$ cat config.mk
export PLATFORM = sky130hd
export DESIGN_NAME = hazard_forward_unit_flat
export DESIGN_NICKNAME = d
export VERILOG_FILES = /design/src/rtl/hazard_forward_unit_pkg.sv /design/src/rtl/hazard_forward_unit_if.sv /design/src/rtl/hazard_forward_unit_fwd_select.sv /design/src/rtl/hazard_forward_unit.sv /design/src/flat_wrapper.sv
export SDC_FILE = /design/constraint.sdc
export NUM_CORES = 1
export LEC_CHECK = 0
export CORE_UTILIZATION = 40
export CTS_CLUSTER_SIZE = 28
export DETAILED_ROUTE_END_ITERATION = 6
export GPL_TIMING_DRIVEN = 0
export MAX_ROUTING_LAYER = met4
export PLACE_DENSITY = 0.73
export SYNTH_ARGS = -nofsm -noshare
export SYNTH_HDL_FRONTEND = slang
export SYNTH_SLANG_ARGS = --single-unit
$ cat constraint.sdc
create_clock -name CLK -period 2.8 [get_ports CLK]
set_input_delay 0.56 -clock CLK [delete_from_list [all_inputs] [get_ports CLK]]
set_output_delay 0.56 -clock CLK [all_outputs]
set_load 0.05 [all_outputs]
$ cat src/rtl/hazard_forward_unit_pkg.sv
`default_nettype none
// ============================================================================
// Module  : hazard_pkg
// Brief   : Shared stall-cause state and forward-select encodings.
// Revision: 1.0
// ============================================================================
package hazard_pkg;

  localparam logic [1:0] ST_RUN        = 2'd0;
  localparam logic [1:0] ST_LOAD_STALL = 2'd1;
  localparam logic [1:0] ST_MC_STALL   = 2'd2;

  localparam int FWD_NONE = 0;

endpackage : hazard_pkg
`default_nettype wire

$ cat src/rtl/hazard_forward_unit_if.sv
`default_nettype none
// ============================================================================
// Module  : hazard_forward_unit_if
// Brief   : Pipeline-side bundle between the core and the hazard/forward unit.
// Revision: 1.0
// ============================================================================
interface hazard_forward_unit_if #(
  parameter int AW         = 5,
  parameter int NUM_SRC    = 2,
  parameter int FWD_STAGES = 2,
  parameter int SEL_W      = $clog2(FWD_STAGES + 1),
  parameter int CNT_W      = 32
);

  logic [NUM_SRC*AW-1:0]    SRC_ADDR;
  logic [NUM_SRC-1:0]       SRC_USE;
  logic [AW-1:0]            ID_DEST;
  logic                     ID_DEST_VALID;
  logic [FWD_STAGES*AW-1:0] STAGE_ADDR;
  logic [FWD_STAGES-1:0]    STAGE_REGWRITE_EN;
  logic                     STAGE3_MEM_READ;
  logic                     MC_ISSUE;
  logic [AW-1:0]            MC_DEST;
  logic                     MC_DONE;
  logic [AW-1:0]            MC_DONE_DEST;
  logic [NUM_SRC*SEL_W-1:0] OP_MUX_OUT;
  logic                     STALL;
  logic                     BUBBLE;
  logic [1:0]               STALL_STATE;
  logic [CNT_W-1:0]         LU_STALL_CNT;
  logic [CNT_W-1:0]         MC_STALL_CNT;

  modport master (
    output SRC_ADDR, SRC_USE, ID_DEST, ID_DEST_VALID, STAGE_ADDR,
           STAGE_REGWRITE_EN, STAGE3_MEM_READ, MC_ISSUE, MC_DEST,
           MC_DONE, MC_DONE_DEST,
    input  OP_MUX_OUT, STALL, BUBBLE, STALL_STATE, LU_STALL_CNT, MC_STALL_CNT
  );

  modport slave (
    input  SRC_ADDR, SRC_USE, ID_DEST, ID_DEST_VALID, STAGE_ADDR,
           STAGE_REGWRITE_EN, STAGE3_MEM_READ, MC_ISSUE, MC_DEST,
           MC_DONE, MC_DONE_DEST,
    output OP_MUX_OUT, STALL, BUBBLE, STALL_STATE, LU_STALL_CNT, MC_STALL_CNT
  );

endinterface : hazard_forward_unit_if
`default_nettype wire

$ cat src/rtl/hazard_forward_unit_fwd_select.sv
`default_nettype none
// ============================================================================
// Module  : fwd_select
// Brief   : Priority match of one source operand against the producing stages.
// Revision: 1.0
// ============================================================================
module fwd_select
  import hazard_pkg::*;
#(
  parameter int AW         = 5,
  parameter int FWD_STAGES = 2,
  parameter int SEL_W      = $clog2(FWD_STAGES + 1)
) (
  input  wire logic [AW-1:0]            src_addr,
  input  wire logic                     src_use,
  input  wire logic [FWD_STAGES*AW-1:0] stage_addr,
  input  wire logic [FWD_STAGES-1:0]    stage_we,
  output logic      [SEL_W-1:0]         sel
);

  // Scan farthest to nearest so the nearest matching stage wins.
  always_comb begin
    sel = SEL_W'(FWD_NONE);
    if (src_use && (src_addr != '0)) begin
      for (int k = FWD_STAGES - 1; k >= 0; k--) begin
        if (stage_we[k] && (stage_addr[k*AW +: AW] == src_addr)) begin
          sel = SEL_W'(k + 1);
        end
      end
    end
  end

endmodule : fwd_select
`default_nettype wire

$ cat src/rtl/hazard_forward_unit.sv
`default_nettype none
// ============================================================================
// Module  : hazard_forward_unit
// Brief   : Operand forwarding, load-use/MC stall detection, scoreboard, stall FSM.
// Revision: 1.0
// ============================================================================
module hazard_forward_unit
  import hazard_pkg::*;
#(
  parameter int AW         = 5,
  parameter int NUM_SRC    = 2,
  parameter int FWD_STAGES = 2,
  parameter int SEL_W      = $clog2(FWD_STAGES + 1),
  parameter int CNT_W      = 32
) (
  input wire logic           CLK,
  input wire logic           RESET,
  hazard_forward_unit_if.slave bus
);

  localparam int NREG = 2 ** AW;

  logic [NUM_SRC*SEL_W-1:0] sel_raw;
  logic [NUM_SRC-1:0]       lu_hit;
  logic [NUM_SRC-1:0]       mc_hit;
  logic [NREG-1:0]          pending;
  logic [NREG-1:0]          pending_nxt;
  logic                     lu_hazard;
  logic                     mc_hazard;
  logic [1:0]               state;
  logic [1:0]               state_nxt;
  logic [CNT_W-1:0]         lu_cnt;
  logic [CNT_W-1:0]         mc_cnt;

  for (genvar i = 0; i < NUM_SRC; i++) begin : g_src
    logic [AW-1:0] addr;
    assign addr = bus.SRC_ADDR[i*AW +: AW];

    fwd_select #(
      .AW         (AW),
      .FWD_STAGES (FWD_STAGES),
      .SEL_W      (SEL_W)
    ) u_fwd_select (
      .src_addr   (addr),
      .src_use    (bus.SRC_USE[i]),
      .stage_addr (bus.STAGE_ADDR),
      .stage_we   (bus.STAGE_REGWRITE_EN),
      .sel        (sel_raw[i*SEL_W +: SEL_W])
    );

    assign lu_hit[i] = bus.SRC_USE[i] && (addr != '0) && (addr == bus.STAGE_ADDR[AW-1:0]);
    assign mc_hit[i] = bus.SRC_USE[i] && pending[addr];
  end

  assign lu_hazard = bus.STAGE3_MEM_READ && bus.STAGE_REGWRITE_EN[0] && (|lu_hit);
  assign mc_hazard = (|mc_hit) || (bus.ID_DEST_VALID && pending[bus.ID_DEST]);

  // Issue is applied after done so a same-register collision leaves the bit set.
  always_comb begin
    pending_nxt = pending;
    if (bus.MC_DONE) begin
      pending_nxt[bus.MC_DONE_DEST] = 1'b0;
    end
    if (bus.MC_ISSUE && (bus.MC_DEST != '0)) begin
      pending_nxt[bus.MC_DEST] = 1'b1;
    end
  end

  always_comb begin
    state_nxt = ST_RUN;
    if (lu_hazard) begin
      state_nxt = ST_LOAD_STALL;
    end else if (mc_hazard) begin
      state_nxt = ST_MC_STALL;
    end
  end

  always_ff @(posedge CLK) begin
    if (RESET) begin
      pending <= '0;
      state   <= ST_RUN;
      lu_cnt  <= '0;
      mc_cnt  <= '0;
    end else begin
      pending <= pending_nxt;
      state   <= state_nxt;
      if (lu_hazard && (lu_cnt != '1)) begin
        lu_cnt <= lu_cnt + CNT_W'(1);
      end
      if (mc_hazard && !lu_hazard && (mc_cnt != '1)) begin
        mc_cnt <= mc_cnt + CNT_W'(1);
      end
    end
  end

  assign bus.OP_MUX_OUT   = RESET ? '0 : sel_raw;
  assign bus.STALL        = !RESET && (lu_hazard || mc_hazard);
  assign bus.BUBBLE       = !RESET && (lu_hazard || mc_hazard);
  assign bus.STALL_STATE  = state;
  assign bus.LU_STALL_CNT = lu_cnt;
  assign bus.MC_STALL_CNT = mc_cnt;

endmodule : hazard_forward_unit
`default_nettype wire

$ cat src/flat_wrapper.sv
// flat-port wrapper written by rule: the top's interface ports become plain ports
module hazard_forward_unit_flat import hazard_pkg::*;
#(
  parameter int AW         = 5,
  parameter int NUM_SRC    = 2,
  parameter int FWD_STAGES = 2,
  parameter int SEL_W      = $clog2(FWD_STAGES + 1),
  parameter int CNT_W      = 32
)
  (CLK, RESET, bus_SRC_ADDR, bus_SRC_USE, bus_ID_DEST, bus_ID_DEST_VALID, bus_STAGE_ADDR, bus_STAGE_REGWRITE_EN, bus_STAGE3_MEM_READ, bus_MC_ISSUE, bus_MC_DEST, bus_MC_DONE, bus_MC_DONE_DEST, bus_OP_MUX_OUT, bus_STALL, bus_BUBBLE, bus_STALL_STATE, bus_LU_STALL_CNT, bus_MC_STALL_CNT);
  hazard_forward_unit_if #(.AW(AW), .NUM_SRC(NUM_SRC), .FWD_STAGES(FWD_STAGES), .SEL_W(SEL_W), .CNT_W(CNT_W)) bus_i ();
  input wire logic CLK;
  input wire logic RESET;
  input wire logic [$bits(bus_i.SRC_ADDR)-1:0] bus_SRC_ADDR;
  input wire logic [$bits(bus_i.SRC_USE)-1:0] bus_SRC_USE;
  input wire logic [$bits(bus_i.ID_DEST)-1:0] bus_ID_DEST;
  input wire logic [$bits(bus_i.ID_DEST_VALID)-1:0] bus_ID_DEST_VALID;
  input wire logic [$bits(bus_i.STAGE_ADDR)-1:0] bus_STAGE_ADDR;
  input wire logic [$bits(bus_i.STAGE_REGWRITE_EN)-1:0] bus_STAGE_REGWRITE_EN;
  input wire logic [$bits(bus_i.STAGE3_MEM_READ)-1:0] bus_STAGE3_MEM_READ;
  input wire logic [$bits(bus_i.MC_ISSUE)-1:0] bus_MC_ISSUE;
  input wire logic [$bits(bus_i.MC_DEST)-1:0] bus_MC_DEST;
  input wire logic [$bits(bus_i.MC_DONE)-1:0] bus_MC_DONE;
  input wire logic [$bits(bus_i.MC_DONE_DEST)-1:0] bus_MC_DONE_DEST;
  output wire logic [$bits(bus_i.OP_MUX_OUT)-1:0] bus_OP_MUX_OUT;
  output wire logic [$bits(bus_i.STALL)-1:0] bus_STALL;
  output wire logic [$bits(bus_i.BUBBLE)-1:0] bus_BUBBLE;
  output wire logic [$bits(bus_i.STALL_STATE)-1:0] bus_STALL_STATE;
  output wire logic [$bits(bus_i.LU_STALL_CNT)-1:0] bus_LU_STALL_CNT;
  output wire logic [$bits(bus_i.MC_STALL_CNT)-1:0] bus_MC_STALL_CNT;
  assign bus_i.SRC_ADDR = bus_SRC_ADDR;
  assign bus_i.SRC_USE = bus_SRC_USE;
  assign bus_i.ID_DEST = bus_ID_DEST;
  assign bus_i.ID_DEST_VALID = bus_ID_DEST_VALID;
  assign bus_i.STAGE_ADDR = bus_STAGE_ADDR;
  assign bus_i.STAGE_REGWRITE_EN = bus_STAGE_REGWRITE_EN;
  assign bus_i.STAGE3_MEM_READ = bus_STAGE3_MEM_READ;
  assign bus_i.MC_ISSUE = bus_MC_ISSUE;
  assign bus_i.MC_DEST = bus_MC_DEST;
  assign bus_i.MC_DONE = bus_MC_DONE;
  assign bus_i.MC_DONE_DEST = bus_MC_DONE_DEST;
  assign bus_OP_MUX_OUT = bus_i.OP_MUX_OUT;
  assign bus_STALL = bus_i.STALL;
  assign bus_BUBBLE = bus_i.BUBBLE;
  assign bus_STALL_STATE = bus_i.STALL_STATE;
  assign bus_LU_STALL_CNT = bus_i.LU_STALL_CNT;
  assign bus_MC_STALL_CNT = bus_i.MC_STALL_CNT;
  hazard_forward_unit #(.AW(AW), .NUM_SRC(NUM_SRC), .FWD_STAGES(FWD_STAGES), .SEL_W(SEL_W), .CNT_W(CNT_W)) u_core (.CLK(CLK), .RESET(RESET), .bus(bus_i));
endmodule
======== After elaboration in Yosys (flattened, before gate mapping) ========
Index checks and enable logic that the tools add are counted.
word-level totals
  input bits .............................. 45
  logic and storage cells ................. 76
  bits in writable memories ............... 0
  latch bits .............................. 0
  ROM bits ................................ 0
  output and inout port bits .............. 72
  flip-flop bits (word level) ............. 98
  memories ................................ 0
operators by class
  div/mod/pow operators ................... 0
  $add $sub $neg .......................... 2
  shifts and indexed selects .............. 0
  multiplexer cells ....................... 21
  order comparisons ....................... 7
  bitwise operators ....................... 3
  eq/ne operators ......................... 8
  multipliers ............................. 0
  reductions and logical operators ........ 30
operator list
  cell                   number
  $add 32x1->32 const B  2
  $mux 32                2
  $ne 32x32->1 const B   2
  $and 32x32->32         1
  $not 32->32            1
  $or 32x32->32          1
  $eq 5x5->1             6
  $lt 5x6->1 const B     5
  $logic_and 1x1->1      20
  $bmux 1 s5             3
  $reduce_bool 5->1      3
  $mux 2                 7
  $demux 1 s5            2
  $ge 5x1->1 const B     2
  $mux 1                 6
  $reduce_or 2->1        3
  $mux 4                 1
  $logic_not 1->1        2
  $logic_or 1x1->1       2

======== Logic depth before layout (Yosys ltp) ========
  depth after elaboration ................. 9
  gate-level depth with buffers ........... 10
  depth with buffers taken out ............ 7

======== Cells and area by module ========
Synthesis repeated with hierarchy kept, for this count alone.
unflattened totals
  cell total of the unflattened synthesis .. 726
  area, all modules ....................... 6098.3 um^2
by module, submodules not included
  module               cells an instance  sequential area each (um^2)  instances  area an instance (um^2)
  hazard_forward_unit  690                1961.9                       1          5805.6
  fwd_select           18                 0.0                          2          146.4

======== Worst setup path after synthesis ========
Ideal clock, no wire load.
  path kind ............................... in2out
  start point ............................. input port bus_SRC_ADDR[7]
  end point ............................... output port bus_STALL
  buffers on the path ..................... 4
  cell stages on the path ................. 10
  arrival time ............................ 3.183 ns
  required time ........................... 2.240 ns
  slack ................................... -0.943 ns
  cells stage by stage .................... buf_2 > xnor2_1 > nand2_1 > nor4_1 > o21a_1 > clkbuf_1 > buf_2 > nor2_1 > nor2_1 > buf_4
on the way
  word-level cells in the longest chain between the ends .. 7
  elaborated cells between the ends (all ways) .. 13
  classes of those cells .................. eq/ne (1); mux (2); reduce/logical (10)
ends and longest elaborated chain
  element                                                            line                                                  source
  start, declared                                                    flat_wrapper.sv:14                                    input wire logic [$bits(bus_i.SRC_ADDR)-1:0] bus_SRC_ADDR;
  $bmux 1 s5 or $reduce_bool 5->1 (tied branches)                    hazard_forward_unit.sv:52, hazard_forward_unit.sv:51
  $mux 1 (not written as such) or $logic_and 1x1->1 (tied branches)  hazard_forward_unit.sv:52, hazard_forward_unit.sv:51
  $logic_and 1x1->1, on equally long branches                        hazard_forward_unit.sv:52, hazard_forward_unit.sv:51
  $reduce_or 2->1, on equally long branches                          hazard_forward_unit.sv:56, hazard_forward_unit.sv:55
  $logic_or 1x1->1 or $logic_and 1x1->1 (tied branches)              hazard_forward_unit.sv:56, hazard_forward_unit.sv:55
  $logic_or 1x1->1 (*)                                               n/a
  $logic_and 1x1->1 (*)                                              n/a
  end, declared                                                      flat_wrapper.sv:26                                    output wire logic [$bits(bus_i.STALL)-1:0] bus_STALL;
Mark *: on every way between the ends. The rest lies on a longest branch, timed or not. The select of a mux whose other input is x is not followed.

======== Worst setup path after layout ========
  start point ............................. register u_core.pending[30]
  end point ............................... output port bus_STALL
on the way
  word-level cells in the longest chain between the ends .. 7
  elaborated cells between the ends (all ways) .. 13
  classes of those cells .................. mux (6); reduce/logical (7)
ends and longest elaborated chain
  element                       line                       source
  start, declared               hazard_forward_unit.sv:26  logic [NREG-1:0] pending;
  start signal, assigned        hazard_forward_unit.sv:85  pending <= pending_nxt;
  $bmux 1 s5                    hazard_forward_unit.sv:52  assign mc_hit[i] = bus.SRC_USE[i] && pending[addr];
  $mux 1 (not written as such)  hazard_forward_unit.sv:52
  $logic_and 1x1->1             hazard_forward_unit.sv:52
  $reduce_or 2->1               hazard_forward_unit.sv:56  assign mc_hazard = (|mc_hit) || (bus.ID_DEST_VALID && pending[bus.ID_DEST]);
  $logic_or 1x1->1 (*)          hazard_forward_unit.sv:56
  $logic_or 1x1->1 (*)          hazard_forward_unit.sv:97  assign bus.STALL = !RESET && (lu_hazard || mc_hazard);
  $logic_and 1x1->1 (*)         hazard_forward_unit.sv:97
Marked as above.

==> run_results.csv <==
group,metric,value,unit
yosys,syn_area,5818,sq um
placement,dp_hpwl,12.03,mm
yosys,synth_fp_nets,725,
outcome,violations,"setup timing",
yosys,synth_area_leader_cell,"dfxtp_1",
die,ios,117,
cts,clock-sinks,98,
worst_setup_path,rrSetupSlack,0.06,ns
layout,fin_area,7914,sq um
worst_setup_path,cpMostUsedCell,"nor2_4",
layout,layout.nets,869,
placement,gp_congestion,0.9019,
sta,slew_headroom,0.2932,
yosys,ys_warn_count,0,
route,dr_total_vias,5718,
yosys,synth_cell_type_count,55,
route,drc,0,
yosys,synth_cells,678,
layout,final_util,0.5636,
worst_setup_path,reg2reg_depth,11,
min_path,whs_path_depth,2,
route,wirelength,17.09,mm
yosys,ys_top_cells_by_area,"dfxtp_1 (34%), mux4_2 (9.3%), nor2_1 (4.8%), xor2_1 (4.2%), nand2_1 (4.2%)",
sta,fmax,0.3277,GHz
die,rows,43,
worst_setup_path,critPathMaxStageDelay,0.48,ns
layout,instances_no_fill,1007,
cts,clk_pin_slew,0.07,ns
route,ant_nets,0,
worst_setup_path,cp-start-kind,"flop",
die,die_area,15030,sq um
yosys,synth_commonest_cells,"dfxtp_1 (98), nor2_1 (74), nand2_1 (65)",
worst_setup_path,crit_path_top_delay_cell,"mux4_2",
worst_setup_path,path_depth,9,
worst_setup_path,cp_num_buf_inv,2,
grt,antenna_found_initial,0,
yosys,async_flop_share,0,
worst_setup_path,cp.arrival,2.49,ns
sta,hold_violations,0,
pwr,p_sw_frac,0.2716,
pwr,p_switching,0.8373,mW
placement,dp_cells,966,
cts,ctsRootBufferMaster,"clkbuf_16",
sta,slew_viol_final,0,
worst_setup_path,r2r_start,"u_core.pending[30]",
pwr,p_clk_frac,0.392,
sta,tns,-0.4009,ns
grt,grt_pass1_wl,27.26,mm
placement,dpl_cell_area,7231,sq um
yosys,avgSynthCellArea,8.581,sq um
worst_setup_path,crit_path_end_kind,"output port",
pwr,total_power,3.082,mW
outcome,status,"complete, but fails checks",
pwr,peakVddDrop,0.2888,mV
sta,worst_slack,-0.2513,ns
pwr,power_density,389.5,nW/um^2
grt,grt_overflow,0,
worst_setup_path,crit_type,"reg2out",
sta,worst_pin_slew,1.058,ns
yosys,yosysMostFrequentCell,"dfxtp_1",
route,wl_per_cell,16.97,microns
die,die_w,122.6,microns
yosys,ys_ff_latch,98,
min_path,hold_end,"u_core.bus.LU_STALL_CNT[17]",
placement,io_buffers,108,
yosys,ys.flop_type,"dfxtp_1",
sta,clock_skew,0.01052,ns
sta,final.period_utilization,1.090,
die,coreArea,14040,sq um
pwr,leakage,2.908,nW
worst_setup_path,cpLargestDelayFamily,"multiplexers",
yosys,synth_edf_count,0,
sta,min_period,3.051,ns
cts,ctsHoldBuffers,0,
yosys,synth-seq-area-share,0.3372,
cts,cts_tree,"done",
min_path,hp-class,"reg2reg",
route,detail_route.first_pass.iterations,5,
sta,rsz0062_at_grt,"true",
worst_setup_path,crit_chain,"mux4_2 -> mux2_4 -> a2bb2oi_4 -> a211oi_4 -> nand2_2 -> nor2_4 -> nor2_4 -> buf_6 -> buf_8",
cts,htree_levels,3,
layout,drive_above_1_share,0.1802,
die,start_util,0.4143,
grt,grt_pass1_vias,5334,
grt,grt_max_degree,19,
grt,gr-usage-all-layers,0.2393,
sta,finalHoldWorstSlack,0.5039,ns
layout,syn2layout_area_growth,36.02,%
sta,setup_violations,2,
pwr,intPower,2.245,mW
route,vias_per_cell,5.678,
placement,preCtsSetupSlack,-1.593,ns
worst_setup_path,r2r_end,"u_core.bus.MC_STALL_CNT[3]",
worst_setup_path,critPathMaxFanout,4,
min_path,hold_start,"u_core.bus.LU_STALL_CNT[17]",
yosys,synth_top_area_share,0.3372,
cts,clkLatencyLatePin,0.35,ns
cts,cts.path.max_buffers,2,
cts,numCtsBuffers,9,
layout,diodes,0,
worst_setup_path,crit_required,2.24,ns
layout,fill_cells,1300,
pwr,seqPwrFrac,0.460,
flow_run,cap_violations,0,
route,drtIter0Drc,361,
pwr,comb_power_share,0.148,
die,die_h,122.6,microns
## state kept, by name (all words and copies together) (netlist names)
register and cells:
u_core.pending 32, u_core.bus.LU_STALL_CNT 32, u_core.bus.STALL_STATE 2, u_core.bus.MC_STALL_CNT 32
## power groups by stage
| stage | sequential [mW] | clock [mW] | combinational, mW |
|---|---|---|---|
| final | 1.42 | 1.21 | 0.456 |
| after detailed placement | 1.45 | 0 | 0.391 |
| after global routing | 1.42 | 1.29 | 0.489 |
| after global placement | 1.45 | 0 | 0.388 |
| after CTS | 1.42 | 1.24 | 0.433 |
| after floorplan | 1.46 | 0 | 0.226 |
## worst max-delay path by stage
stage	to	from	slack [ns]
after floorplan	bus_OP_MUX_OUT[3]	bus_SRC_ADDR[9]	-0.20
after global placement	bus_STALL	bus_SRC_ADDR[7]	-1.55
after detailed placement	bus_STALL	bus_SRC_ADDR[7]	-1.59
after CTS	bus_STALL	u_core.pending[30]	-0.25
after global routing	bus_STALL	bus_SRC_ADDR[1]	-0.33
final	bus_STALL	u_core.pending[30]	-0.25
## placed cells by master, fill, tap and decap left out, types with 4 or more instances in the layout
cell	instances
a21oi_1	47
a31o_2	6
and2_1	5
and3_1	28
and4_1	7
buf_12	4
buf_2	8
buf_4	23
buf_6	9
clkbuf_1	20
clkbuf_16	10
clkbuf_2	6
clkdlybuf4s50_1	90
dfxtp_1	94
dfxtp_2	4
dlymetal6s2s_1	5
inv_1	9
mux2_1	8
mux2_2	10
mux2i_1	4
mux4_2	24
nand2_1	63
nand2b_1	7
nand3_1	33
nand3b_1	8
nand4_1	24
nor2_1	72
nor2b_1	26
nor3_1	11
nor3b_1	6
o21ai_0	37
or3_1	6
or4_1	5
xnor2_1	14
xor2_1	27
## logic make-up after synthesis
family	share of synthesized area
and+or+nand+nor	0.2847
AOI/OAI and AO/OA	0.1202
DFF	0.3372
muxes	0.1480
buffers and inverters	0.03785
xor gates and xnor gates	0.06774
adders and majority gates	0.004300
## final cells by class
| class | count | area, sq um | share of cell area |
|---|---|---|---|
| sequential | 98 | 1967 | 0.2485 |
| multi-input combinational | 533 | 3854 | 0.4870 |
| inverter | 9 | 33.78 | 0.004269 |
| clock buffer | 10 | 239.0 | 0.03020 |
| buffer | 37 | 250.2 | 0.03162 |
| timing repair buffer | 134 | 1295 | 0.1636 |
| clock inverter | 6 | 50.05 | 0.006324 |
| tap | 180 | 225.2 | 0.02846 |
## layer usage
metal / global-route usage / part of all wire / wire length [microns] / vias up
li1: - / - / - / 2743
met4: 0.07927 / 0.022 / 374 / 0
met1: 0.3240 / 0.45 / 7717 / 2744
met2: 0.3659 / 0.46 / 7941 / 204
met3: 0.03439 / 0.062 / 1060 / 27
met5: - / 0 / 0 / -
## worst reg2reg max path: cells and delay by family, from the launching register on
family	cells	cell delay, ns
muxes	3	1.12
buffers and inverters	4	0.58
AOI/OAI and AO/OA	3	0.51
DFF	1	0.35
and+or+nand+nor	1	0.09
## timing repair
action | in CTS | in global routing
pin swaps | 14 | 11
resized for setup | 72 | 33
setup endpoints to repair | 55 | 36
endpoints found under the hold margin | 0 | 0
setup buffers | 21 | 4
gates cloned | 1 | 0
Note: power is estimated with default switching activity, not from simulation.
